<file path="src/rtl/sap1_pkg.sv">
// +----------------------------------------------------------------------+
// | sap1_pkg -- shared SAP-1 datapath constants and types (Rev 1.0)      |
// +----------------------------------------------------------------------+
`default_nettype none

package sap1_pkg;

  localparam int ADDR_W = 4;

  typedef logic [ADDR_W-1:0] addr_t;

  localparam addr_t RESET_ADDR = '0;

endpackage

`default_nettype wire

</file>
<file path="src/rtl/mar_if.sv">
// +----------------------------------------------------------------------+
// | mar_if -- bus between controller/W bus and MAR; inc under MAR_INC_EN |
// | Rev 1.0                                                              |
// +----------------------------------------------------------------------+
`default_nettype none

interface mar_if #(
  parameter int ADDR_W = 4
);

  logic              load;
  logic [ADDR_W-1:0] D;
  logic [ADDR_W-1:0] Q;
`ifdef MAR_INC_EN
  logic              inc;
`endif

  modport master (
    output load,
    output D,
`ifdef MAR_INC_EN
    output inc,
`endif
    input  Q
  );

  modport slave (
    input  load,
    input  D,
`ifdef MAR_INC_EN
    input  inc,
`endif
    output Q
  );

endinterface

`default_nettype wire

</file>
<file path="src/rtl/sap_reg.sv">
// +----------------------------------------------------------------------+
// | sap_reg -- parameterised enable flop with async active-high clear    |
// | Rev 1.0                                                              |
// +----------------------------------------------------------------------+
`default_nettype none

module sap_reg #(
  parameter int          W         = 4,
  parameter logic [W-1:0] RESET_VAL = '0
) (
  input  wire logic         clk_i,
  input  wire logic         clr_i,
  input  wire logic         en_i,
  input  wire logic [W-1:0] d_i,
  output      logic [W-1:0] q_o
);

  logic [W-1:0] r_q_q;

  always_ff @(posedge clk_i or posedge clr_i) begin
    if (clr_i) begin
      r_q_q <= RESET_VAL;
    end else if (en_i) begin
      r_q_q <= d_i;
    end
  end

  assign q_o = r_q_q;

endmodule

`default_nettype wire

</file>
<file path="src/rtl/mar.sv">
// +----------------------------------------------------------------------+
// | mar -- SAP-1 memory address register; MAR_INC_EN adds wrap increment |
// | Rev 1.0                                                              |
// +----------------------------------------------------------------------+
`default_nettype none

module mar #(
  parameter int                ADDR_W    = sap1_pkg::ADDR_W,
  parameter logic [ADDR_W-1:0] RESET_VAL = sap1_pkg::RESET_ADDR
) (
  input wire logic CLK,
  input wire logic CLR,
  mar_if.slave     bus
);

  import sap1_pkg::*;

  logic              w_en_d;
  logic [ADDR_W-1:0] w_addr_d;
  logic [ADDR_W-1:0] w_addr_q;

`ifdef MAR_INC_EN
  localparam logic [ADDR_W-1:0] c_one = {{(ADDR_W-1){1'b0}}, 1'b1};

  // load wins over inc; the add wraps naturally at ADDR_W bits
  always_comb begin
    w_en_d   = bus.load | bus.inc;
    w_addr_d = bus.load ? bus.D : (w_addr_q + c_one);
  end
`else
  always_comb begin
    w_en_d   = bus.load;
    w_addr_d = bus.D;
  end
`endif

  sap_reg #(
    .W         (ADDR_W),
    .RESET_VAL (RESET_VAL)
  ) u_addr_reg (
    .clk_i (CLK),
    .clr_i (CLR),
    .en_i  (w_en_d),
    .d_i   (w_addr_d),
    .q_o   (w_addr_q)
  );

  assign bus.Q = w_addr_q;

endmodule

`default_nettype wire

</file>
<file path="src/flat_wrapper.sv">
// flat-port wrapper written by rule: the top's interface ports become plain ports
module mar_flat import sap1_pkg::*;
#(
  parameter int                ADDR_W    = sap1_pkg::ADDR_W,
  parameter logic [ADDR_W-1:0] RESET_VAL = sap1_pkg::RESET_ADDR
)
  (CLK, CLR, bus_load, bus_D, bus_Q);
  mar_if #(.ADDR_W(ADDR_W)) bus_i ();
  input wire logic CLK;
  input wire logic CLR;
  input wire logic [$bits(bus_i.load)-1:0] bus_load;
  input wire logic [$bits(bus_i.D)-1:0] bus_D;
  output wire logic [$bits(bus_i.Q)-1:0] bus_Q;
  assign bus_i.load = bus_load;
  assign bus_i.D = bus_D;
  assign bus_Q = bus_i.Q;
  mar #(.ADDR_W(ADDR_W), .RESET_VAL(RESET_VAL)) u_core (.CLK(CLK), .CLR(CLR), .bus(bus_i));
endmodule
</file>
<file path="config.mk">
export PLATFORM = sky130hd
export DESIGN_NAME = mar_flat
export DESIGN_NICKNAME = d
export VERILOG_FILES = /design/src/rtl/sap1_pkg.sv /design/src/rtl/mar_if.sv /design/src/rtl/sap_reg.sv /design/src/rtl/mar.sv /design/src/flat_wrapper.sv
export SDC_FILE = /design/constraint.sdc
export NUM_CORES = 1
export LEC_CHECK = 0
export BUFFER_PORTS_ARGS = -buffer_cell sky130_fd_sc_hd__buf_2
export CAP_MARGIN = 10
export CORE_AREA = 4 4 41 43
export CTS_BUF_LIST = sky130_fd_sc_hd__clkbuf_8
export DETAILED_ROUTE_END_ITERATION = 10
export DIE_AREA = 0 0 45 47
export HOLD_SLACK_MARGIN = 0.08
export SYNTH_ARGS = -nofsm -noshare
export SYNTH_HDL_FRONTEND = slang
export SYNTH_HIERARCHICAL = 1
export SYNTH_SLANG_ARGS = --single-unit
</file>
<file path="constraint.sdc">
create_clock -name CLK -period 2.4 [get_ports CLK]
set_clock_uncertainty 0.2 [all_clocks]
set_input_delay 0.12 -clock CLK [delete_from_list [all_inputs] [get_ports CLK]]
set_output_delay 0.12 -clock CLK [all_outputs]
set_load 0.01 [all_outputs]
</file>
==> summary.txt, run 1 <==
Pwr
  – Pwr dens: 737.6 nW/um^2
  – Peak VDD IR: approximately 0.00012 V
  – Leakage power: about 0.00017 uW
  – Total power: ~260 uW

Detailed routing
  – 1st-iter DRT viols: 0
  – DRC violations left: 0
  – 1st-pass router iterations: 1
  – Vias/cell: 3.348
  – DRT antenna net count: 0
  – Vias: about 150
  – Routed WL: around 420 um
  – Routed WL per cell: 9.087 um

Logic synthesis
  – Synth top area cells: dfrtp_1 67%, mux2_2 30%, inv_1 2.5%
  – Largest area contributor in the netlist: dfrtp_1
  – Cell count after synthesis: 9
  – Post-synth top area share: about 67%
  – Post-Syn Nets: 16
  – Distinct cells, synth: 3
  – Mean Syn Cell Area: between 15 and 20 um^2
  – Yosys synthesis warning count: 6
  – Synthesis-stage register bit count: 4
  – Post-synthesis sequential area ratio: between 60% and 70%
  – Cell Area, Synth: about 150 um^2

Clock network
  – Worst skew pair latency: roughly 210 ps
  – Max Buffers Root-to-Sink: 2
  – CTS Hold Buffers Added: 9
  – Num CTS Buffers: 3
  – Root Buffer Master: clkbuf_8
  – CTS Sinks: 4
  – Clk slew on worst S/H paths: around 30 ps
  – Post-CTS setup buffers: 0
  – CTS tree: built
  – CTS HTree Levels: 1
  – Post-CTS sizing: 0

Final layout
  – Layout cells sized above 1: a little over half
  – P&R area growth vs syn: 134.5%
  – Commonest non-fill, non-tap cell in the layout: buf_2
  – Fin util: a little over a quarter
  – Number of flip-flops in the largest register: 4
  – Antenna Cells: 0
  – Nets: 40
  – Commonest cells after routing, fill and taps aside: 10 x buf_2, 9 x dlygate4sd3_1, 4 x mux2_2, 4 x dfrtp_1, 3 x clkbuf_8
  – Fillers: 143

STA
  – Slew Limit Fails: 0
  – Tcrit/Tclk final: between 70% and 80%
  – Final Hold Fails: 0
  – Worst Tran Pin Value: 137.9 ps
  – Max Freq: 591.5 MHz
  – Worst hold slack: between 100 and 150 ps
  – Final TNS setup: 0 ps
  – Unrepaired setup endpoints after global routing: false
  – Slew HR: 90.80%
  – Post-layout min period: 1691 ps
  – Final setup fails: 0

Floorplan
  – # rows: 13
  – Core ar.: 1301 um^2
  – Die Y: about 47 um
  – Chip Width: 45 um
  – Die area: roughly 2100 um^2
  – Initial Util: 11.44%
  – I/O Pins: 11

Run status
  – Status: completed

Global routing
  – Total congestion overflow: 0
  – Initial antenna violation count: 0
  – Largest net degree at the start of global routing: 5
  – Global-route wire length before repair: ~630 um
  – Vias in the first global route: about 170
  – GR Util All Layers: ~5.2%

Worst setup path
  – Max FO, Critical Path: 1
  – CP required: about 2300 ps
  – CP Class: in2reg
  – Startpoint Class: primary input
  – Critical Path AT: 1580 ps
  – Setup crit end kind: flip-flop

Hold path
  – Hold Crit Class: in2async

Place
  – RePlAce Congestion: ~0.59
  – Port Buffers: 10

Job
  – MaxCap Viol Count: 0
[per-stage QoR]
stage / cells / setup slack, ps / area (um^2)
floorplan: 9 / 1431 / 148.9
global placement: 34 / 1460 / 217.7
detailed placement: 34 / 1461 / 217.7
CTS: 46 / 723.1 / 349.1
global route: 46 / 665.4 / 349.1
finish: 46 / 709.3 / 349.1
[power by group]
part	switching [uW]	internal [uW]
Combinational	13.5	27.6
Clock	32.4	107
Sequential	2.57	74.7
[layer usage]
layer	vias to the layer above	track usage, %	part of all wire [%]
li1	74	-	-
met3	2	3.448	20
met1	65	3.926	33
met5	-	0	0
met4	0	8.772	4.8
met2	13	6.780	41
[logic make-up (layout without fill, tap and decap cells)]
group | after synthesis | in the layout | synth area share, %
flip-flops | 4 | 4 | 67.23
buffers and inverters | 1 | 23 | 2.519
multiplexers | 4 | 4 | 30.25
[layout make-up]
cell class	instances	area (um^2)	share of cell area, %
repair buffers	19	140.1	40.14
inverters	1	3.754	1.075
multi-input cells	4	45.04	12.90
well taps	15	18.77	5.376
clock buffers	3	41.29	11.83
flip-flops and latches	4	100.1	28.67
[worst max-delay path, stage by stage]
cell and delay [ps]:
dlygate4sd3_1 530, buf_2 120, mux2_2 250, dlygate4sd3_1 560
[synth_stat cells (all sizes together)]
library cell  count
mux2              4
inv               1
dfrtp             4
[worst paths after layout]
check / from / endpoint / slack (ps) / cells past startpoint
min: CLR / u_core/u_addr_reg/q_o[0] / 120 / 3
max: bus_D[3] / u_core/u_addr_reg/q_o[3] / 710 / 4
max reg2reg: u_core/u_addr_reg/q_o[3] / u_core/u_addr_reg/q_o[3] / 900 / 2
min in group CLK: bus_load / u_core/u_addr_reg/q_o[0] / 560 / 3
max in group asynchronous: CLR / u_core/u_addr_reg/q_o[2] / 1740 / 3
min reg2reg: u_core/u_addr_reg/q_o[0] / u_core/u_addr_reg/q_o[0] / 830 / 2
No activity file was read; power rests on OpenSTA's default activity.
==> run 2, diff against run 1 <==
--- a/config.mk
+++ b/config.mk
@@ -5,6 +5,7 @@
 export SDC_FILE = /design/constraint.sdc
 export NUM_CORES = 1
 export LEC_CHECK = 0
+export ABC_AREA = 1
 export BUFFER_PORTS_ARGS = -buffer_cell sky130_fd_sc_hd__buf_2
 export CAP_MARGIN = 10
 export CORE_AREA = 4 4 41 43
==> constraint.sdc (replaced) <==
create_clock -name CLK -period 1.65 [get_ports CLK]
set_clock_uncertainty 0.2 [all_clocks]
set_input_delay 0.0825 -clock CLK [delete_from_list [all_inputs] [get_ports CLK]]
set_output_delay 0.0825 -clock CLK [all_outputs]
set_load 0.01 [all_outputs]
==> summary.txt, run 2 <==
STA
  – Tcrit/Tclk final: about 93%
  – Final Hold Fails: 0 (unchanged)
  – Unrepaired setup endpoints after global routing: false (unchanged)
  – Slew HR: 90.26% (was 90.80%)
  – Max Freq: 652.1 MHz
  – Final setup fails: 0 (unchanged)
  – Final TNS setup: 0 ps (unchanged)
  – Worst Tran Pin Value: 145.9 ps (was 137.9 ps)
  – Slew Limit Fails: 0 (unchanged)
  – Post-layout min period: about 1500 ps

Logic synthesis
  – Synth top area cells: dfrtp_1 66%, nand2_1 30%, inv_1 2.5% (was dfrtp_1 67%, mux2_2 30%, inv_1 2.5%)
  – Post-synth top area share: 65.57% (was 67.23%)
  – EDFF count, synth: 0 (unchanged)
  – Cell count after synthesis: 18 (was 9)
  – Post-synthesis sequential area ratio: 65.57% (was 67.23%)
  – Async set-reset flop share out of synthesis: 100.0% (unchanged)
  – Cell Area, Synth: 152.6 um^2 (was 148.9 um^2)
  – Top cells by count, synth: 12 x nand2_1, 4 x dfrtp_1, 1 x inv_1, 1 x inv_2 (was 4 x dfrtp_1, 4 x mux2_2, 1 x inv_1)
  – Yosys synthesis warning count: 6 (unchanged)
  – Mean Syn Cell Area: 8.480 um^2 (was 16.54 um^2)
  – Distinct cells, synth: 4 (was 3)
  – Most common cell in the netlist: nand2_1
  – Post-Syn Nets: 25 (was 16)
  – Largest area contributor in the netlist: dfrtp_1 (unchanged)
  – Synthesis-stage register bit count: 4 (unchanged)
  – Predominant post-synthesis flop cell: dfrtp_1 (unchanged)

Final layout
  – Number of flip-flops in the largest register: 4 (unchanged)
  – Nets: 50 (was 40)
  – Commonest non-fill, non-tap cell in the layout: nand2_1 (was buf_2)
  – Register Area: 100.1 um^2 (unchanged)
  – Commonest cells after routing, fill and taps aside: 12 x nand2_1, 10 x dlygate4sd3_1, 10 x buf_2 (was 10 x buf_2, 9 x dlygate4sd3_1, 4 x mux2_2, 4 x dfrtp_1, 3 x clkbuf_8)
  – Area occupied by multi-input gates: 45.04 um^2 (unchanged)
  – P&R area growth vs syn: 137.7% (was 134.5%)
  – Layout cells sized above 1: 34.15% (was 54.84%)
  – Fillers: 156 (was 143)
  – Post-route cell area: 362.8 um^2 (was 349.1 um^2)
  – Antenna Cells: 0 (unchanged)

Hold path
  – Hold Crit Class: in2async (unchanged)

Clock network
  – Post-CTS setup buffers: 0 (unchanged)
  – Worst skew pair latency: 210 ps (about the same)
  – Num CTS Buffers: 3 (unchanged)
  – CTS tree: built (unchanged)
  – Clk slew on worst S/H paths: 30 ps (about the same)
  – Max Buffers Root-to-Sink: 2 (unchanged)
  – CTS HTree Levels: 1 (unchanged)
  – CTS Sinks: 4 (unchanged)
  – Root Buffer Master: clkbuf_8 (unchanged)

Pwr
  – Total power: 367.4 uW (was 257.5 uW)
  – Pwr dens: 1012 nW/um^2 (was 737.6 nW/um^2)
  – Leakage power: 0.0001915 uW (was 0.0001666 uW)
  – Peak VDD IR: 0.0001824 V (was 0.0001156 V)

Place
  – HPWL Detailed: about 320 um
  – Port Buffers: 10 (unchanged)
  – Placed Area: 221.5 um^2 (was 217.7 um^2)
  – RePlAce Congestion: 0.6788 (was 0.5852)

Run status
  – Status: completed (unchanged)

Worst setup path
  – CP Class: in2reg (unchanged)
  – Max FO, Critical Path: 5 (was 1)
  – Worst path slowest cell: dlygate4sd3_1 (unchanged)
  – CP required: 1550 ps (was 2290 ps)
  – Worst r2r src: u_core/u_addr_reg/q_o[3] (unchanged)
  – Startpoint Class: primary input (unchanged)
  – Critical Path AT: 1430 ps (was 1580 ps)
  – Slowest cell delay on critical path: 540 ps (was 560 ps)
  – Critical path origin: bus_load (was bus_D[3])
  – Worst-path cell chain: dlygate4sd3_1, buf_2, nand2_1, dlygate4sd3_1, nand2_1 (was dlygate4sd3_1, buf_2, mux2_2, dlygate4sd3_1)
  – Setup crit end kind: flip-flop (unchanged)

Detailed routing
  – Vias: 193 (was 154)
  – Routed WL: 461 um (was 418 um)
  – 1st-iter DRT viols: 3 (was 0)
  – DRC violations left: 0 (unchanged)
  – Routed WL per cell: 8.232 um (was 9.087 um)
  – Vias/cell: 3.446 (was 3.348)
  – 1st-pass router iterations: 4 (was 1)
  – DRT antenna net count: 0 (unchanged)

Floorplan
  – I/O Pins: 11 (unchanged)
  – Core ar.: 1301 um^2 (unchanged)
  – # rows: 13 (unchanged)
  – Die Y: 47 um (unchanged)
  – Die area: 2115 um^2 (unchanged)
  – Initial Util: 11.73% (was 11.44%)
  – Chip Width: 45 um (unchanged)

Job
  – MaxCap Viol Count: 0 (unchanged)

Global routing
  – Total congestion overflow: 0 (unchanged)
  – Initial antenna violation count: 0 (unchanged)
  – Vias in the first global route: 196 (was 174)
  – Global-route wire length before repair: 765 um (was 627 um)
  – GR Util All Layers: 5.784% (was 5.163%)
  – Largest net degree at the start of global routing: 6 (was 5)
run 2: area by class of cell:
type,instances,area share (%)
clock buffers,3,11.38
inverters,2,2.069
multi-input cells,12,12.41
flip-flops and latches,4,27.59
well taps,15,5.172
repair buffers,20,41.38
run 2: per-stage QoR:
| stage | worst slack [ps] | instances | hold WS, ps | util, % |
|---|---|---|---|---|
| CTS | 122.1 | 56 | 93.12 | 27.88 |
| floorplan | 834.8 | 18 | -351.4 | - |
| detailed placement | 858.1 | 43 | -230.7 | 17.02 |
| finish | 116.4 | 56 | 95.54 | 27.88 |
| global route | 93.84 | 56 | 130.9 | 27.88 |
| global placement | 869.1 | 43 | -232.9 | 17.02 |
run 2: worst max-delay path: cells and delay by family:
kind / cells / cell delay [ps]
buffers and inverters: 3 / 1220
AND/OR/NAND/NOR: 2 / 120
run 2: metal layers:
metal / GRT usage (%) / share of wire [%]
met1: 5.963 / 38
met5: 0 / 0
met4: 5.263 / 0
met3: 4.598 / 14
met2: 7.345 / 48
run 2: final timing paths:
kind,to,slack [ps],depth (start not counted)
worst max-delay path,u_core/u_addr_reg/q_o[3],120,5
worst min-delay path,u_core/u_addr_reg/q_o[1],100,3
worst max register to register,u_core/u_addr_reg/q_o[3],860,2
worst min register to register,u_core/u_addr_reg/q_o[2],270,2
max in group asynchronous,u_core/u_addr_reg/q_o[3],1010,3
min in group CLK,u_core/u_addr_reg/q_o[2],270,2
run 2: what timing repair did:
action	in CTS	in global routing
hold endpoints to repair	8	0
gates resized for setup	0	0
endpoints found under the setup margin	0	0
hold buffers	10	0
run 2: power by group:
part	internal, uW	switching, uW
sequential	108	4.01
combinational	30.5	21.6
clock	155	48.4
run 2: cell families after synthesis:
| logic type | synth area share, % |
|---|---|
| buffers and inverters | 4.913 |
| flip-flops | 65.58 |
| AND/OR/NAND/NOR | 29.51 |
